### config.mk
export PLATFORM = sky130hd
export DESIGN_NAME = fifo_buffer
export DESIGN_NICKNAME = d
export VERILOG_FILES = /design/src/rtl/fifo_buffer.sv
export SDC_FILE = /design/constraint.sdc
export NUM_CORES = 2
export LEC_CHECK = 0
export ABC_CLOCK_PERIOD_IN_PS = 3500
export CORE_ASPECT_RATIO = 0.9
export CORE_MARGIN = 4
export CORE_UTILIZATION = 55
export CTS_CLUSTER_DIAMETER = 80
export DETAILED_ROUTE_END_ITERATION = 6
export HOLD_SLACK_MARGIN = 0.08
export MAX_ROUTING_LAYER = met4
export PLACE_DENSITY = 0.71
export SETUP_SLACK_MARGIN = 0.05
export SLEW_MARGIN = 20
export SYNTH_ARGS = -nofsm -noshare
export SYNTH_HDL_FRONTEND = slang
export SYNTH_SLANG_ARGS = --single-unit
export TNS_END_PERCENT = 100
### constraint.sdc
create_clock -name clock -period 3.5 [get_ports clock]
set_input_delay 0.35 -clock clock [delete_from_list [all_inputs] [get_ports clock]]
set_output_delay 0.35 -clock clock [all_outputs]
set_load 0.01 [all_outputs]
### src/rtl/fifo_buffer.sv
// Single-clock valid/ready FIFO over one iCE40-style dual-port block RAM, first-word-fall-through output.
// Optional macro FIFO_LEVEL_EN adds a registered `level` port (words held, RAM plus output slot).

module dual_port_memory #(
  parameter int WIDTH      = 8,
  parameter int ADDR_WIDTH = 9
) (
  input  logic                  rclk,
  input  logic                  rclke,
  input  logic                  re,
  input  logic [ADDR_WIDTH-1:0] raddr,
  output logic [WIDTH-1:0]      rdata,
  input  logic                  wclk,
  input  logic                  wclke,
  input  logic                  we,
  input  logic [ADDR_WIDTH-1:0] waddr,
  input  logic [WIDTH-1:0]      wdata
);
  logic [WIDTH-1:0] mem [2**ADDR_WIDTH];

  // NOTE: neither the array nor the read register is reset; block RAM has no reset,
  // so anything that must look clean after reset is masked downstream.
  always_ff @(posedge wclk) begin
    if (wclke && we) mem[waddr] <= wdata;
  end

  always_ff @(posedge rclk) begin
    if (rclke && re) rdata <= mem[raddr];
  end
endmodule

module fifo_buffer #(
  parameter int WIDTH = 8,
  parameter int DEPTH = 512
) (
  input  logic             clock,
  input  logic             reset_n,
  input  logic             flush,
  input  logic             in_valid,
  output logic             in_ready,
  input  logic [WIDTH-1:0] in_data,
  output logic             out_valid,
  input  logic             out_ready,
  output logic [WIDTH-1:0] out_data
`ifdef FIFO_LEVEL_EN
  ,
  output logic [$clog2(DEPTH):0] level
`endif
);
  localparam int ADDR_WIDTH = $clog2(DEPTH);
  localparam logic [ADDR_WIDTH:0] FULL_COUNT = (ADDR_WIDTH + 1)'(DEPTH);

  logic [ADDR_WIDTH-1:0] wr_ptr, wr_ptr_next;
  logic [ADDR_WIDTH-1:0] rd_ptr, rd_ptr_next;
  logic [ADDR_WIDTH:0]   ram_count, ram_count_next;
  logic                  out_valid_next;
  logic [WIDTH-1:0]      ram_rdata;
  logic                  push, pop, fetch;

  // in_ready depends on registered count only, so out_ready never reaches it combinationally.
  assign in_ready = (ram_count != FULL_COUNT);
  assign push     = in_valid && in_ready && !flush;
  assign pop      = out_valid && out_ready;
  // The word written this cycle is not yet counted, so a fetch never hits the write address.
  assign fetch    = (ram_count != '0) && (!out_valid || out_ready) && !flush;
  assign out_data = out_valid ? ram_rdata : '0;

  // NOTE: next-state logic is pure combinational with defaults first (no latches);
  // only the always_ff below holds state, using non-blocking assignments.
  always_comb begin
    wr_ptr_next    = wr_ptr;
    rd_ptr_next    = rd_ptr;
    ram_count_next = ram_count;
    out_valid_next = out_valid;
    if (flush) begin
      wr_ptr_next    = '0;
      rd_ptr_next    = '0;
      ram_count_next = '0;
      out_valid_next = 1'b0;
    end else begin
      if (push)  wr_ptr_next = wr_ptr + ADDR_WIDTH'(1);
      if (fetch) rd_ptr_next = rd_ptr + ADDR_WIDTH'(1);
      case ({push, fetch})
        2'b10:   ram_count_next = ram_count + 1'b1;
        2'b01:   ram_count_next = ram_count - 1'b1;
        default: ram_count_next = ram_count;
      endcase
      if (fetch)    out_valid_next = 1'b1;
      else if (pop) out_valid_next = 1'b0;
    end
  end

  always_ff @(posedge clock or negedge reset_n) begin
    if (!reset_n) begin
      wr_ptr    <= '0;
      rd_ptr    <= '0;
      ram_count <= '0;
      out_valid <= 1'b0;
    end else begin
      wr_ptr    <= wr_ptr_next;
      rd_ptr    <= rd_ptr_next;
      ram_count <= ram_count_next;
      out_valid <= out_valid_next;
    end
  end

`ifdef FIFO_LEVEL_EN
  always_ff @(posedge clock or negedge reset_n) begin
    if (!reset_n) level <= '0;
    else          level <= ram_count_next + {{ADDR_WIDTH{1'b0}}, out_valid_next};
  end
`endif

  dual_port_memory #(
    .WIDTH      (WIDTH),
    .ADDR_WIDTH (ADDR_WIDTH)
  ) u_ram (
    .rclk  (clock),
    .rclke (1'b1),
    .re    (fetch),
    .raddr (rd_ptr),
    .rdata (ram_rdata),
    .wclk  (clock),
    .wclke (1'b1),
    .we    (push),
    .waddr (wr_ptr),
    .wdata (in_data)
  );
endmodule

==> impl_metrics.json <==
{
  "outcome": "finished with violations",
  "failed_checks": "negative setup slack",
  "synth_cells": 7533,
  "routed_wirelength_um": 465700,
  "setup_viol": 2,
  "irDropWorstVdd_uv": 535.1,
  "cp_max_fo": 11,
  "grtUsageMet3": 0.09269,
  "synth_area_um2": 160400,
  "overflow": 0,
  "htreeDepth": 5,
  "slew_headroom": 0.2398,
  "stdcell_area_um2": 189700,
  "pin_count": 23,
  "yosys-top-cells-area": "edfxtp_1, mux4_2, mux2i_1, nor2_1, a22oi_1",
  "synth_ff_type": "edfxtp_1",
  "netlist.area_leader.share": 0.7683,
  "hold_end": "out_valid",
  "final_common_cell": "edfxtp_1",
  "synth_nets": 7560,
  "grt_usage": 0.3165,
  "dieArea_um2": 300400,
  "async_flop_share": 0.007017,
  "fin_hold_ws_ns": 0.2158,
  "grt_pass1_wl_um": 653600,
  "fmax_ghz": 0.2844,
  "yosysUniqueCellTypes": 71,
  "grt_use_met2": 0.4441,
  "clock_latency_ns": 0.98,
  "reg2reg_depth": 13,
  "path_class": "reg -> reg",
  "cellLeakagePower_nw": 61.12,
  "post-route-drc-count": 0,
  "layout_common_cells": "edfxtp_1, buf_4, mux4_2",
  "rrSetupSlack_ns": -0.02,
  "antenna_found_initial": 24,
  "place_hpwl_um": 287900,
  "min_delay_path_depth": 3,
  "r2r-start": "rd_ptr[0]",
  "final_antenna_net_count": 0,
  "clock_path_buffers": 4,
  "rsz0062_at_grt": "true",
  "holdCritStartpoint": "flush",
  "fin_crit_sh": 1.005,
  "drt_iter0_drc": 15580,
  "use_met1": 0.4421,
  "yosys_warnings": 0,
  "via_per_inst": 6.747,
  "numClockSinks": 4133,
  "max_cap_viol_count": 0,
  "skew_ns": 0.08202,
  "ys_ff_latch": 4133,
  "port_buffers": 22,
  "synth_area_leader_cell": "edfxtp_1",
  "seq_area_frac_synth": 0.7728,
  "setup.worst_path.end_class": "register",
  "powerDensity_nw_per_um2": 645.0,
  "area_delta_synth_final_pct": 18.28,
  "grt_max_degree": 146,
  "synth_edf_count": 4104,
  "num-fill-cells": 18110,
  "fin_crit_ns": 3.516,
  "die_y_um": 520.3,
  "vias": 87920,
  "grt_pass1_vias": 86070,
  "rows": 187,
  "coreArea_um2": 289400,
  "dp_cells": 12170,
  "post_dp_cell_area_um2": 174100,
  "wire_per_inst_um": 35.74,
  "rr_endpoint": "u_ram.rdata[4]",
  "layout_setup_ws_ns": -0.01600,
  "cp.required_ns": 4.18,
  "drtPass1Iterations": 6,
  "ff_latch_area_um2": 124000,
  "hold_class": "in -> reg",
  "multi_input_area_um2": 34810,
  "cts_root_buf": "clkbuf_16",
  "start_util": 0.5542,
  "path_clk_slew_ns": 0.07,
  "cts_tree": "yes",
  "gp_congestion": 0.9493,
  "worst_pin_slew_ns": 1.138,
  "final_cells": 13030,
  "drive_gt1_frac": 0.3320,
  "worstPathArrival_ns": 4.20,
  "cp-start-kind": "register",
  "numCtsBuffers": 393,
  "top_usage_layer": "met2",
  "hold_viol_final": 0,
  "finish.utilization": 0.6555,
  "drv_slew": 0,
  "die_w_um": 577.3,
  "avgSynthCellArea_um2": 21.29,
  "final_net_count": 8838
}
registers in the layout, indices dropped and copies added (netlist names):
name / count
rd_ptr: 9
out_valid: 1
wr_ptr: 9
ram_count: 10
u_ram.rdata: 8
u_ram.mem: 4096
kinds of logic (layout without fill, tap and decap cells):
family                     count (synthesis)  after routing  share of synthesized area
buffers and inverters                    488           2093                    0.01689
DFF                                     4133           4133                     0.7728
other                                      0             17                          0
AOI/OAI and AO/OA                        672            672                    0.02962
muxes                                   1238           1238                     0.1533
and+or+nand+nor                          968            969                    0.02521
adders and majority gates                 14             14                   0.001139
xor gates and xnor gates                  20             20                   0.001092
metal layers:
layer | routed length, um | share of wire
met5 | 0 | 0
met4 | 21430 | 0.046
met3 | 69690 | 0.15
met2 | 208300 | 0.45
met1 | 166300 | 0.36
how the worst max path moves through the flow:
stage            startpoint              to  cells after the start
2_1_floorplan  ram_count[7]    ram_count[8]                     15
3_3_place_gp      rd_ptr[0]  u_ram.rdata[4]                     11
3_5_place_dp      rd_ptr[0]  u_ram.rdata[4]                     11
4_1_cts           rd_ptr[0]  u_ram.rdata[4]                     12
5_1_grt           rd_ptr[0]  u_ram.rdata[7]                     11
6_report          rd_ptr[0]  u_ram.rdata[4]                     13
stage by stage:
stage / TNS (ns) / power, mW / worst slack, ns
after floorplan: 0 / 69.72 / 0.07225
after global placement: -1.884 / 77.74 / -0.4019
after detailed placement: -1.859 / 77.96 / -0.4027
after CTS: 0 / 121.0 / 0.02825
after global routing: -0.05876 / 125.8 / -0.04760
final: -0.02713 / 122.4 / -0.01600
power breakdown:
| part | leakage (nW) | internal (mW) | switching [mW] | total, mW |
|---|---|---|---|---|
| sequential | 37.3 | 54.5 | 0.152 | 54.7 |
| combinational | 17.6 | 12.2 | 13.0 | 25.3 |
| clock | 6.22 | 23.8 | 18.6 | 42.4 |
| total | 61.1 | 90.6 | 31.8 | 122 |
cell usage after synthesis (all sizes together), types with 4 or more instances:
cell        n
o21a        4
and2       18
and3       12
xor2        6
a22o       35
dfrtp      29
nand2     190
or3        11
a221oi     48
o211ai     15
a21oi     119
clkbuf    211
nor3b       5
o22ai      75
edfxtp   4104
o21ai      61
nor2      594
ha         13
nand4       8
nor3       32
xnor2      14
nor4       11
nand3      37
a211oi     37
o32a        4
mux2i     260
o31ai       6
a2111oi     9
a31oi      15
nor2b      22
a22oi     139
nand2b     18
buf       260
inv        17
mux4      974
o221ai     62
a311oi      9
mux2        4
what timing repair did:
item / CTS / global route
buffers inserted: 24 / 63
endpoints found under the hold margin: 663 / 0
gates resized for setup: 119 / 138
hold buffers: 12 / 0
endpoints found under the setup margin: 9 / 11
cloned: 13 / 10
pin swaps: 19 / 41
area by class of cell:
type / count / share of cell area
antenna: 17 / 0.0002242
tap: 3874 / 0.02555
multi-input combinational: 2913 / 0.1835
inverter: 17 / 0.0004352
clock buffer: 471 / 0.05405
sequential: 4133 / 0.6535
clock inverter: 252 / 0.01348
timing repair buffer: 1353 / 0.06931
critical path: stages, from the launching register on:
cell and delay [ns]:
dfrtp_4 0.52, buf_12 0.17, buf_4 0.15, buf_4 0.15, nand3b_2 0.13, buf_4 0.23
buf_4 0.30, buf_4 0.19, o221ai_1 0.12, a21oi_1 0.18, o21ai_0 0.20, o211ai_1 0.33
nand4_1 0.32, a2bb2oi_1 0.22
(Power assumes the default switching activity.)
